$ cat src/rtl/group_tally.sv
// Multi-channel BCD tally: each valid word steps its selected channel up or down, rejected words raise a sticky warning.
// Optional macro GROUP_TALLY_WRAP_EN makes counts wrap at 0 / MAX_COUNT instead of saturating.
module group_tally #(
  parameter int CHANNELS  = 2,
  parameter int WORD_W    = 5,
  parameter int RUN_LEN   = 2,
  parameter int MAX_COUNT = 20
) (
  input  logic                    CLK,
  input  logic                    RST_N,
  input  logic                    valid,
  input  logic [WORD_W-1:0]       word,
  input  logic [2:0]              selection,
  input  logic                    mode,
  input  logic                    warn_clr,
  output logic [4*CHANNELS-1:0]   tens,
  output logic [4*CHANNELS-1:0]   ones,
  output logic                    warning,
  output logic [7:0]              warn_cnt
);

`ifdef GROUP_TALLY_WRAP_EN
  localparam bit WRAP = 1'b1;
`else
  localparam bit WRAP = 1'b0;
`endif

  localparam logic [3:0] CH_L    = 4'(CHANNELS);
  localparam logic [7:0] MAX_BCD = {4'(MAX_COUNT / 10), 4'(MAX_COUNT % 10)};

  // True when w holds at least RUN_LEN consecutive bits equal to t.
  function automatic logic has_run(input logic [WORD_W-1:0] w, input logic t);
    logic hit;
    int   run;
    hit = 1'b0;
    run = 0;
    for (int i = 0; i < WORD_W; i++) begin
      run = (w[i] == t) ? run + 1 : 0;
      if (run >= RUN_LEN) hit = 1'b1;
    end
    return hit;
  endfunction

  // One BCD step of a {tens, ones} pair, with wrap or saturation at the limits.
  function automatic logic [7:0] bcd_step(input logic [7:0] cur, input logic up);
    logic [3:0] t;
    logic [3:0] o;
    logic [7:0] nxt;
    t   = cur[7:4];
    o   = cur[3:0];
    nxt = cur;
    if (up) begin
      if (cur == MAX_BCD)  nxt = WRAP ? 8'h00 : cur;
      else if (o == 4'd9)  nxt = {t + 4'd1, 4'd0};
      else                 nxt = {t, o + 4'd1};
    end else begin
      if (cur == 8'h00)    nxt = WRAP ? MAX_BCD : cur;
      else if (o == 4'd0)  nxt = {t - 4'd1, 4'd9};
      else                 nxt = {t, o - 4'd1};
    end
    return nxt;
  endfunction

  function automatic logic [7:0] sat_inc8(input logic [7:0] v);
    return (v == 8'hFF) ? v : v + 8'd1;
  endfunction

  logic sel_ok;
  logic word_ok;
  logic vld_p0;
  logic acc_p0;
  logic rej_p0;

  assign sel_ok  = ({1'b0, selection} < CH_L);
  assign word_ok = has_run(word, selection[0]);
  assign vld_p0  = valid;
  assign acc_p0  = vld_p0 & sel_ok & word_ok;
  assign rej_p0  = vld_p0 & ~(sel_ok & word_ok);

  // p0 -> outputs: per-channel count registers
  for (genvar c = 0; c < CHANNELS; c++) begin : g_ch
    logic [7:0] cnt_p0;

    always_ff @(posedge CLK or negedge RST_N) begin
      if (!RST_N) begin
        cnt_p0 <= 8'h00;
      end else if (acc_p0 && (selection == 3'(c))) begin
        cnt_p0 <= bcd_step(cnt_p0, mode);
      end
    end

    assign tens[4*c +: 4] = cnt_p0[7:4];
    assign ones[4*c +: 4] = cnt_p0[3:0];
  end

  // A rejection in the same cycle as warn_clr keeps the flag set.
  always_ff @(posedge CLK or negedge RST_N) begin
    if (!RST_N) begin
      warning  <= 1'b0;
      warn_cnt <= 8'h00;
    end else begin
      if (rej_p0)        warning <= 1'b1;
      else if (warn_clr) warning <= 1'b0;
      if (rej_p0)        warn_cnt <= sat_inc8(warn_cnt);
    end
  end

endmodule

$ cat config.mk
export PLATFORM = sky130hd
export DESIGN_NAME = group_tally
export DESIGN_NICKNAME = d
export VERILOG_FILES = /design/src/rtl/group_tally.sv
export SDC_FILE = /design/constraint.sdc
export NUM_CORES = 1
export LEC_CHECK = 0
export CAP_MARGIN = 25
export CORE_MARGIN = 3
export CORE_UTILIZATION = 50
export CTS_CLUSTER_SIZE = 24
export DETAILED_ROUTE_END_ITERATION = 10
export DONT_BUFFER_PORTS = 1
export SLEW_MARGIN = 25
export SYNTH_ARGS = -nofsm -noshare
export SYNTH_HDL_FRONTEND = slang
export SYNTH_SLANG_ARGS = --single-unit
$ cat constraint.sdc
create_clock -name CLK -period 4.6 [get_ports CLK]
set_clock_uncertainty 0.2 [all_clocks]
set_input_delay 0.92 -clock CLK [delete_from_list [all_inputs] [get_ports CLK]]
set_output_delay 0.92 -clock CLK [all_outputs]
set_load 0.02 [all_outputs]
Word level (Yosys, flattened, before mapping). Cells that the tools add are included.

Bits of input ports: 13. Bits in registers: 25. Logic and storage cells: 85.

Muxes and demuxes: 22. Reductions and logical operators: 15. Magnitude comparators: 6. Bitwise gates (word level): 6. Add/sub/neg operators: 13. Eq/ne operators: 17.

Operator list (number): 8-bit 2-to-1 mux (10); 4-bit by 1-bit adder with 4-bit output, second input constant (4); 8-bit by 6-bit == test with 1-bit output, second input constant (2); 8-bit logical NOT (2); 4-bit by 1-bit subtractor with 4-bit output, second input constant (4); 5-bit AND reduction (2); 8-bit by 1-bit adder with 8-bit output, second input constant (1); 4-bit == test, second input constant (2); 8-bit == test, second input constant (1); 4-bit logical NOT (2); 1-bit 2-to-1 mux (8); 2-bit inequality test, second input constant (4); 3-bit AND reduction (2); 2-bit nonzero test (3); 4-bit by 1-bit adder with 5-bit output, second input constant (1); 1-bit == test (5); 5-bit by 2-bit >= comparator with 1-bit output, second input constant (1); 5-bit 2-to-1 mux (1); 3-bit by 1-bit adder with 4-bit output, second input constant (1); 1-bit bitwise AND (4); 4-bit by 2-bit >= comparator with 1-bit output, second input constant (1); 4-bit 2-to-1 mux (1); 2-bit by 1-bit inequality test with 1-bit output, second input constant (2); 2-bit by 1-bit adder with 3-bit output, second input constant (1); other kinds (12) (14).

Depth between registers and ports, before layout. Gate-level depths: netlist of the first run.

Depth in word-level cells: 16. Mapped depth: 13. Mapped depth without buffers: 12.

Worst setup path before layout of the first run. Ideal clock, no wire load.

Path type: input-to-reg. From: input selection[0]. To: register g_ch[1].cnt_p0[3]. Setup slack: 940 ps. Arrival time: 3334 ps. Stages on the path: 13. Data required time: 4274 ps. Path buffers: 2. Library setup time: 126 ps. Cell sequence: buf_4 -> or3_1 -> nand2_1 -> ha_1 -> and2_1 -> ha_1 -> nand2b_1 -> a221o_1 -> o211ai_2 -> or2_1 -> buf_4 -> o22ai_1 -> a221o_1.

Cells in the longest elaborated chain, start to end: 15.

Ends and longest elaborated chain: start: declaration (line 13) `input logic [2:0] selection,`; 1-bit == test (line 38) `run = (w[i] == t) ? run + 1 : 0;`; 1-bit 2-to-1 mux (line 38); 1-bit by 1-bit adder with 2-bit output (line 38); 2-bit 2-to-1 mux (line 38); 2-bit by 1-bit adder with 3-bit output (line 38); 3-bit 2-to-1 mux (line 38); 3-bit by 1-bit adder with 4-bit output (line 38); 4-bit 2-to-1 mux (line 38); 4-bit by 1-bit adder with 5-bit output (line 38); 5-bit 2-to-1 mux (line 38); 5-bit by 2-bit >= comparator with 1-bit output (line 39) `if (run >= RUN_LEN) hit = 1'b1;`; 1-bit 2-to-1 mux (line 39); 1-bit bitwise AND (line 77) `assign acc_p0 = vld_p0 & sel_ok & word_ok;`; 1-bit logical AND * (line 87) `end else if (acc_p0 && (selection == 3'(c))) begin`; 3-bit AND reduction (no line) *; end signal: assignment (line 88) `cnt_p0 <= bcd_step(cnt_p0, mode);`; end: declaration (line 82) `logic [7:0] cnt_p0;`.

Every way passes the cells marked *; elsewhere a longest branch is shown, timed or not. A chain may end at the register's enable or synchronous reset.

Final worst setup path of the first run.
From: input word[0]. To: register g_ch[1].cnt_p0[3].

Cells in the longest elaborated chain, start to end: 15.

Ends and longest elaborated chain: start: declaration (line 12) `input logic [WORD_W-1:0] word,`; 1-bit == test * (line 38); 1-bit 2-to-1 mux * (line 38); 1-bit by 1-bit adder with 2-bit output (line 38); 2-bit 2-to-1 mux (line 38); 2-bit by 1-bit adder with 3-bit output (line 38); 3-bit 2-to-1 mux (line 38); 3-bit by 1-bit adder with 4-bit output (line 38); 4-bit 2-to-1 mux (line 38); 4-bit by 1-bit adder with 5-bit output (line 38); 5-bit 2-to-1 mux (line 38); 5-bit by 2-bit >= comparator with 1-bit output (line 39); 1-bit 2-to-1 mux * (line 39); 1-bit bitwise AND * (line 77); 1-bit logical AND * (line 87); 3-bit AND reduction (no line) *.

Marked as above.

==> results.py, run 1 <==
metrics = {
    "drt": {
        "ant_nets": 0,
        "route.detailed.drc": 0,
        "wire_per_inst_um": 15.9,
        "first_iter_violations": 103,
        "via_count": 1611,
        "routed_wl_um": 4090,
        "via_per_inst": 6.24,
        "drtPass1Iterations": 4,
    },
    "setup_path": {
        "endpoint_kind": "flip-flop",
        "crit_required_ns": 4.55,
        "crit_family": "compound AO/OA/AOI/OAI gates",
        "cp_max_fo": 8,
        "crit_slowest_cell": "a221o_1",
        "cp.arrival_ns": 3.43,
        "critPathLaunchType": "primary input",
        "path_class": "in -> reg",
        "slowest_delay_ns": 0.36,
        "cp.buffers_inverters": 0,
        "path_cells": "nor2b_1 > o31ai_1 > ha_1 > and2_1 > ha_1 > nand2b_1 > a221o_1 > o211ai_2 > or2_1 > o22ai_1 > a221o_1",
    },
    "die": {
        "start_util_pct": 54.3,
        "ios": 38,
        "core-area_um2": 3490,
        "die_area_um2": 4570,
        "die_y_um": 67.6,
        "rows": 21,
        "die_w_um": 67.6,
    },
    "logic_synthesis": {
        "yosys.cell_types.count": 51,
        "synth_cells": 220,
        "synth_seq_cells": 25,
        "synth_edf_count": 0,
        "synth_nets": 245,
        "avgSynthCellArea_um2": 8.62,
        "synth_area_um2": 1900,
        "synth.yosys.warnings": 0,
        "synthArstFlopShare_pct": 100,
        "synth_flop_cell": "dfrtp_1",
        "yosysSeqAreaShare_pct": 33.0,
    },
    "layout": {
        "nets": 238,
        "antenna_cells": 0,
        "drive_above_1_share_pct": 4.25,
        "syn2layout_area_growth_pct": 2.05,
        "final_cell_mix": "25 x dfrtp_1, 21 x nor2_1, 17 x nand2_1",
        "layout_commonest_cell": "dfrtp_1",
    },
    "global_route": {
        "grt_antenna_before_repair": 0,
        "grt_use_met1_pct": 22.5,
        "grt_max_degree": 29,
        "grt_overflow": 0,
        "grt_pass1_wl_um": 6810,
        "met3_usage_pct": 4.33,
        "first_global_vias": 1549,
        "grt-busiest-layer": "met2",
        "grt_usage_pct": 19.1,
        "grt_use_met2_pct": 34.9,
    },
    "clock_network": {
        "clock_sinks": 25,
        "cts_tree": "built",
        "clockBufferDepth": 2,
        "clk_pin_slew_worst_paths_ns": 0.09,
        "post_cts_buffers": 0,
        "root_buffer": "clkbuf_8",
        "hold_buffers": 0,
        "cts_resized": 0,
        "numCtsBuffers": 3,
        "htree_levels": 1,
        "clkLatencyLatePin_ns": 0.26,
    },
    "placement": {
        "place_congestion": 0.832,
        "numPortBuffers": 0,
        "dp_hpwl_um": 3060,
        "pre_cts_ws_ns": 0.859,
    },
    "power": {
        "p_int_w": 0.000496,
        "total_power_w": 0.000958,
        "clockPowerShare_pct": 13.6,
        "p_leak_nw": 0.796,
        "comb_power_share_pct": 30.7,
        "vdd_drop_max_mv": 0.367,
        "power_density_nw_per_um2": 495,
        "power.net_switching_w": 0.000462,
        "p_seq_share_pct": 55.7,
        "swShare_pct": 48.2,
    },
    "sta": {
        "finalHoldViolCount": 0,
        "period_minus_slack_ns": 3.48,
        "fin_ws_ns": 1.12,
        "rsz0062_at_grt": "false",
        "tns_ns": 0,
        "worst-slew-pin-transition_ns": 0.887,
        "setup_viol": 0,
        "period_share_pct": 75.7,
        "slew_headroom_pct": 40.4,
        "slew_violations": 0,
        "max_freq_mhz": 287,
    },
    "run": {
        "cap_viol_max_count": 0,
    },
    "run_status": {
        "status": "completed",
    },
    "hold_path": {
        "hold_class": "in -> async",
    },
}
[per-stage QoR]
step                util, %  instance area [µm²]  hold WS (ns)  cells
finish                 55.4                 1940         0.138    258
global placement       54.1                 1890         0.422    254
detailed placement     54.1                 1890         0.425    254
global route           55.4                 1940         0.116    258
floorplan                 -                 1900         0.399    220
CTS                    55.4                 1940         0.130    258
[layout make-up]
cell class	count	area [µm²]
Tap cell	46	57.6
Clock inverter	1	5.00
Multi-Input combinational cell	172	1160
Inverter	11	41.3
Sequential cell	25	626
Fill cell	327	1560
Clock buffer	3	41.3
[worst reg2reg max path, stage by stage (launching register included)]
cell and delay, ns:
dfrtp_1 0.59, or4_4 0.64, o41a_1 0.39, o21ai_2 0.23
o22ai_1 0.18, a22oi_1 0.21, o21ai_1 0.09
[routing by layer]
| layer | vias to the layer above | part of all wire [%] |
|---|---|---|
| li1 | 780 | - |
| met1 | 767 | 42 |
| met2 | 58 | 50 |
| met3 | 6 | 6.3 |
| met4 | 0 | 1.5 |
| met5 | - | 0 |
[power by group through the flow]
stage / sequential (W) / combinational (W) / clock (W)
6_report: 0.000534 / 0.000294 / 0.000130
5_1_grt: 0.000557 / 0.000343 / 0.000145
4_1_cts: 0.000532 / 0.000295 / 0.000136
3_5_place_dp: 0.000537 / 0.000294 / 0
3_3_place_gp: 0.000534 / 0.000279 / 0
2_1_floorplan: 0.000462 / 0.000302 / 0
[path summary, 6_finish.rpt]
path | from | to | slack, ns | cells after the start
min in group CLK | warning$_DFFE_PN0P_ | warning$_DFFE_PN0P_ | 0.44 | 1
hold reg to reg | warning$_DFFE_PN0P_ | warning$_DFFE_PN0P_ | 0.44 | 1
hold / removal | RST_N | g_ch[0].cnt_p0[7]$_DFFE_PN0P_ | 0.14 | 0
max in group asynchronous | RST_N | warn_cnt[5]$_DFFE_PN0P_ | 3.98 | 0
setup / recovery | word[0] | g_ch[1].cnt_p0[3]$_DFFE_PN0P_ | 1.12 | 11
setup reg to reg | g_ch[0].cnt_p0[1]$_DFFE_PN0P_ | g_ch[0].cnt_p0[3]$_DFFE_PN0P_ | 1.94 | 6
[Yosys cell counts (all sizes together) (4+ instances only)]
master / instances / area (µm²)
a21oi: 11 / 55.1
a221o: 4 / 40.0
a221oi: 4 / 35.0
buf: 8 / 50.0
clkbuf: 4 / 15.0
dfrtp: 25 / 626
ha: 12 / 150
inv: 11 / 41.3
mux2: 5 / 56.3
nand2: 17 / 63.8
nand2b: 8 / 50.1
nand3: 6 / 30.0
nand4: 4 / 25.0
nor2: 21 / 78.8
nor3: 12 / 60.1
o21ai: 10 / 53.8
o31ai: 4 / 30.0
xnor2: 11 / 96.3
[flip-flops by register name, indices dropped and copies added (netlist names)]
name and count:
g_ch.cnt_p0 16, warn_cnt 8, warning 1
[logic make-up after synthesis]
kind of cell	share of synthesized area [%]
and+or+nand+nor	22.1
AOI/OAI and AO/OA	20.9
DFF	33.0
buffers and inverters	5.61
xor gates and xnor gates	6.46
adders and majority gates	7.92
muxes	4.02
No activity file was read; power rests on OpenSTA's default activity.
==> inputs of run 2 (changes only) <==
- clock period: 4.6 -> 3.5 ns (I/O delays scaled with it)
==> run 2 against run 1 <==
Against the previous run:
- sequential share of layout area fell by 0.79 points
- utilization rose by 1.4 points
- clock-buffer cell count rose by 1
- hold slack got worse by 0.11 ns
- sequential cell count did not move
- critical path depth did not move
- non-clock buffer count rose by 5
- via count rose by 0.62%
- clock power rose by 39%
- register-to-register slack got worse by 1.0 ns
- critical path type unchanged
- largest power group unchanged
- highest routed layer unchanged
==> results.py, run 2 (synthesis gave the netlist of run 1 again) <==
metrics = {
    "die": {
        "core-area_um2": 3490,
        "die_w_um": 67.6,
        "rows": 21,
        "die_y_um": 67.6,
        "die_area_um2": 4570,
        "ios": 38,
        "start_util_pct": 54.3,
    },
    "run_status": {
        "status": "completed",
    },
    "sta": {
        "rsz0062_at_grt": "false",
        "worst-slew-pin-transition_ns": 0.891,
        "period_minus_slack_ns": 3.15,
        "setup_viol": 0,
        "slew_headroom_pct": 40.1,
        "fin_ws_ns": 0.346,
        "slew_violations": 0,
        "max_freq_mhz": 317,
        "finalHoldViolCount": 0,
        "tns_ns": 0,
        "period_share_pct": 90.1,
    },
    "power": {
        "power_density_nw_per_um2": 647,
        "clockPowerShare_pct": 14.1,
        "p_seq_share_pct": 54.8,
        "total_power_w": 0.00128,
        "swShare_pct": 48.4,
        "p_int_w": 0.000662,
        "power.net_switching_w": 0.000622,
        "p_leak_nw": 0.821,
        "vdd_drop_max_mv": 0.376,
        "comb_power_share_pct": 31.1,
    },
    "setup_path": {
        "cp_max_fo": 10,
        "cp.buffers_inverters": 0,
        "endpoint_kind": "flip-flop",
        "path_class": "in -> reg",
        "slowest_delay_ns": 0.36,
        "r2r_start": "g_ch[0].cnt_p0[1]$_DFFE_PN0P_",
        "r2r_cells": 6,
        "critPathLaunchType": "primary input",
        "timing.reg2reg.setup_slack_ns": 0.91,
        "cp.arrival_ns": 3.12,
        "crit_required_ns": 3.47,
        "crit_slowest_cell": "a221o_1",
        "path_cells": "or3_1 > nand2_1 > ha_1 > and2_1 > ha_1 > nand2b_1 > a221o_1 > o211ai_2 > or2_1 > o22ai_1 > a221o_1",
        "worstReg2RegEnd": "g_ch[0].cnt_p0[3]$_DFFE_PN0P_",
        "crit_family": "compound AO/OA/AOI/OAI gates",
    },
    "global_route": {
        "grt_max_degree": 29,
        "grt_usage_pct": 20.6,
        "grt_pass1_wl_um": 7190,
        "grt_antenna_before_repair": 0,
        "grt_overflow": 0,
        "first_global_vias": 1588,
    },
    "layout": {
        "antenna_cells": 0,
        "regMostFlops": "g_ch.cnt_p0",
        "instances_no_fill": 263,
        "final_cell_mix": "25 x dfrtp_1, 21 x nor2_1, 17 x nand2_1",
        "nets": 243,
        "reg_top3": "g_ch.cnt_p0 x16, warn_cnt x8, warning x1",
        "largest_reg_flops": 16,
        "stdcell_area_um2": 1980,
        "drive_above_1_share_pct": 5.99,
        "syn2layout_area_growth_pct": 4.62,
        "layout_commonest_cell": "dfrtp_1",
        "fillers": 326,
        "regArea_um2": 626,
        "multiInputGateArea_um2": 1160,
    },
    "clock_network": {
        "cts_resized": 0,
        "root_buffer": "clkbuf_8",
        "clock_sinks": 25,
        "clockBufferDepth": 2,
        "clk_pin_slew_worst_paths_ns": 0.10,
        "cts_tree": "built",
        "htree_levels": 1,
        "numCtsBuffers": 3,
        "clkLatencyLatePin_ns": 0.28,
    },
    "drt": {
        "via_count": 1621,
        "routed_wl_um": 4230,
        "via_per_inst": 6.16,
        "wire_per_inst_um": 16.1,
        "first_iter_violations": 31,
        "ant_nets": 0,
        "drtPass1Iterations": 4,
        "route.detailed.drc": 0,
    },
    "hold_path": {
        "hold_class": "in -> async",
    },
    "placement": {
        "numPortBuffers": 0,
        "dpl.cell_count": 258,
        "placed_area_um2": 1920,
        "pre_cts_ws_ns": 0.0679,
        "dp_hpwl_um": 3060,
        "place_congestion": 0.813,
    },
    "run": {
        "cap_viol_max_count": 0,
    },
}
-- run 2: changes by cell type in the layout (fill, tap and decap cells not counted) --
| cell | change |
|---|---|
| clkbuf_1 | +1 |
| buf_12 | +1 |
| clkinv_2 | -1 |
| buf_4 | +4 |
-- run 2: metal layers --
metal	up-vias	part of all wire, %	global-route usage [%]
li1	799	-	-
met1	775	44	24.1
met2	42	49	36.2
met3	5	5.8	4.99
met4	0	1.2	7.59
met5	-	0	0
-- run 2: layout make-up --
cell class,instances,area share (%)
repair buffers,5,2.52
flip-flops and latches,25,31.5
clock buffers,4,2.27
multi-input cells,172,58.7
well taps,46,2.90
inverters,11,2.08
-- run 2: power groups by stage --
stage	logic [W]	registers [W]	clock network, W
after floorplan	0.000397	0.000608	0
after global placement	0.000372	0.000702	0
after detailed placement	0.000390	0.000708	0
after CTS	0.000402	0.000703	0.000187
after global routing	0.000465	0.000733	0.000199
final	0.000399	0.000704	0.000181
-- run 2: how the worst max path moves through the flow --
stage | from | to | slack, ns | cells after the start
2_1_floorplan | selection[0] | g_ch[1].cnt_p0[3]$_DFFE_PN0P_ | 0.06 | 13
3_3_place_gp | selection[0] | g_ch[1].cnt_p0[3]$_DFFE_PN0P_ | 0.09 | 11
3_5_place_dp | selection[0] | g_ch[0].cnt_p0[3]$_DFFE_PN0P_ | 0.07 | 12
4_1_cts | selection[0] | g_ch[1].cnt_p0[3]$_DFFE_PN0P_ | 0.34 | 11
5_1_grt | word[0] | warn_cnt[4]$_DFFE_PN0P_ | 0.18 | 12
6_report | selection[0] | g_ch[1].cnt_p0[3]$_DFFE_PN0P_ | 0.35 | 11
-- run 2: worst register-to-register path: stages, from the launching register on --
cell and delay, ns:
dfrtp_1 0.58, or4_4 0.65, o41a_1 0.41, o21ai_2 0.17
o22ai_1 0.16, a22oi_1 0.20, o21ai_1 0.09
-- run 2: per-stage QoR --
| stage | util, % | hold WS (ns) |
|---|---|---|
| final | 56.8 | 0.0259 |
| after global placement | 54.9 | 0.205 |
| after detailed placement | 54.9 | 0.205 |
| after CTS | 56.8 | 0.0282 |
| after global routing | 56.8 | 0.0199 |
| after floorplan | - | 0.204 |
-- run 2: repair_timing --
action | CTS | global route
setup buffers | 0 | 0
endpoints found under the setup margin | 0 | 0
hold endpoints to repair | 25 | 0
hold buffers | 1 | 0
==> inputs of run 3 (changes only) <==
- REMOVE_ABC_BUFFERS: unset -> 1
==> run 3 against run 2 <==
Against the previous run:
- routed wire length rose by 1.1%
- hold slack improved by 0.0015 ns
- sequential share of layout area rose by 0.060 points
- largest cell class unchanged
- critical path type unchanged
- cell area fell by 0.19%
==> results.py, run 3 (synthesis gave the netlist of run 1 again) <==
metrics = {
    "run_status": {
        "status": "completed",
    },
    "clock_network": {
        "numCtsBuffers": 3,
        "root_buffer": "clkbuf_8",
        "clk_pin_slew_worst_paths_ns": 0.10,
        "htree_levels": 1,
        "clockBufferDepth": 2,
        "cts_tree": "built",
        "clock_sinks": 25,
        "clkLatencyLatePin_ns": 0.27,
        "cts_resized": 0,
    },
    "drt": {
        "via_count": 1598,
        "first_iter_violations": 133,
        "wire_per_inst_um": 16.3,
        "via_per_inst": 6.10,
        "routed_wl_um": 4270,
        "ant_nets": 0,
        "drtPass1Iterations": 4,
        "route.detailed.drc": 0,
    },
    "sta": {
        "finalHoldWorstSlack_ns": 0.0274,
        "slew_headroom_pct": 37.7,
        "tns_ns": 0,
        "worst-slew-pin-transition_ns": 0.927,
        "setup_viol": 0,
        "finalHoldViolCount": 0,
        "max_freq_mhz": 317,
        "fin_ws_ns": 0.341,
        "slew_violations": 0,
        "rsz0062_at_grt": "false",
        "period_share_pct": 90.3,
        "period_minus_slack_ns": 3.16,
    },
    "layout": {
        "layout_commonest_cell": "dfrtp_1",
        "drive_above_1_share_pct": 6.02,
        "syn2layout_area_growth_pct": 4.42,
        "instances_no_fill": 262,
        "antenna_cells": 0,
        "largest_reg_flops": 16,
        "nets": 242,
        "stdcell_area_um2": 1980,
        "final_cell_mix": "25 x dfrtp_1, 21 x nor2_1, 17 x nand2_1",
        "reg_top3": "g_ch.cnt_p0 x16, warn_cnt x8, warning x1",
        "regMostFlops": "g_ch.cnt_p0",
    },
    "hold_path": {
        "hold_class": "in -> async",
    },
    "placement": {
        "place_congestion": 0.857,
        "placed_area_um2": 1910,
        "dpl.cell_count": 257,
        "dp_hpwl_um": 3120,
        "pre_cts_ws_ns": 0.0550,
        "numPortBuffers": 0,
    },
    "global_route": {
        "first_global_vias": 1484,
        "met3_usage_pct": 5.32,
        "grt-busiest-layer": "met2",
        "grt_pass1_wl_um": 7080,
        "grt_antenna_before_repair": 0,
        "grt_use_met1_pct": 26.0,
        "grt_overflow": 0,
        "grt_usage_pct": 19.9,
        "grt_use_met2_pct": 33.4,
        "grt_max_degree": 29,
    },
    "die": {
        "die_y_um": 67.6,
        "ios": 38,
        "rows": 21,
        "start_util_pct": 54.3,
        "die_w_um": 67.6,
        "die_area_um2": 4570,
        "core-area_um2": 3490,
    },
    "setup_path": {
        "worstReg2RegEnd": "g_ch[0].cnt_p0[3]$_DFFE_PN0P_",
        "critPathCapture": "g_ch[1].cnt_p0[3]$_DFFE_PN0P_",
        "cp.arrival_ns": 3.12,
        "timing.reg2reg.setup_slack_ns": 0.89,
        "crit_slowest_cell": "or3_1",
        "crit_required_ns": 3.46,
        "path_cells": "or3_1 > nand2_1 > ha_1 > and2_1 > ha_1 > nand2b_1 > a221o_1 > o211ai_2 > or2_1 > o22ai_1 > a221o_1",
        "slowest_delay_ns": 0.36,
        "crit_start": "selection[0]",
        "endpoint_kind": "flip-flop",
        "critPathLaunchType": "primary input",
        "path_class": "in -> reg",
        "r2r_start": "g_ch[0].cnt_p0[0]$_DFFE_PN0P_",
        "cp_max_fo": 10,
        "r2r_cells": 7,
    },
    "run": {
        "cap_viol_max_count": 0,
    },
    "power": {
        "p_leak_nw": 0.816,
        "vdd_drop_max_mv": 0.239,
        "power_density_nw_per_um2": 648,
    },
}
## run 3: final cells by class
cell class	count	area (µm²)
Fill cell	305	1510
Tap cell	46	57.6
Clock buffer	3	41.3
Inverter	11	41.3
Sequential cell	25	626
Clock inverter	1	7.51
Multi-Input combinational cell	172	1160
Timing Repair Buffer	4	42.5
## run 3: stage by stage
step,util (%),power (W)
2_1_floorplan,-,0.000980
3_3_place_gp,54.7,0.00107
3_5_place_dp,54.7,0.00110
4_1_cts,56.7,0.00129
5_1_grt,56.7,0.00139
6_report,56.7,0.00128
## run 3: worst max-delay path: cells and delay by family
kind / cells / cell delay (ns)
AO/OA/AOI/OAI: 4 / 1.02
adder cells (fa/ha/maj): 2 / 0.51
AND/OR/NAND/NOR: 5 / 0.89
## run 3: per-layer routing
layer | vias up | routed length [µm]
li1 | 791 | -
met4 | 0 | 18
met2 | 43 | 2120
met1 | 762 | 1890
met3 | 2 | 245
met5 | - | 0
## run 3: worst min-delay path by stage
stage	depth (start not counted)	start	to
finish	1	RST_N	warn_cnt[5]$_DFFE_PN0P_
global route	1	RST_N	g_ch[0].cnt_p0[4]$_DFFE_PN0P_
CTS	1	RST_N	warn_cnt[2]$_DFFE_PN0P_
detailed placement	0	RST_N	warn_cnt[2]$_DFFE_PN0P_
global placement	0	RST_N	warn_cnt[2]$_DFFE_PN0P_
floorplan	0	RST_N	g_ch[0].cnt_p0[0]$_DFFE_PN0P_
## run 3: report_power, final
group | total, W | switching [W] | leakage, nW | internal, W
Sequential | 0.000705 | 0.000327 | 0.290 | 0.000379
Combinational | 0.000398 | 0.000200 | 0.504 | 0.000198
Clock | 0.000181 | 0.000100 | 0.0217 | 0.0000808
## run 3: what timing repair did
action / CTS / global route
setup buffers: 0 / 0
hold buffers: 1 / 0
endpoints found under the hold margin: 25 / 0
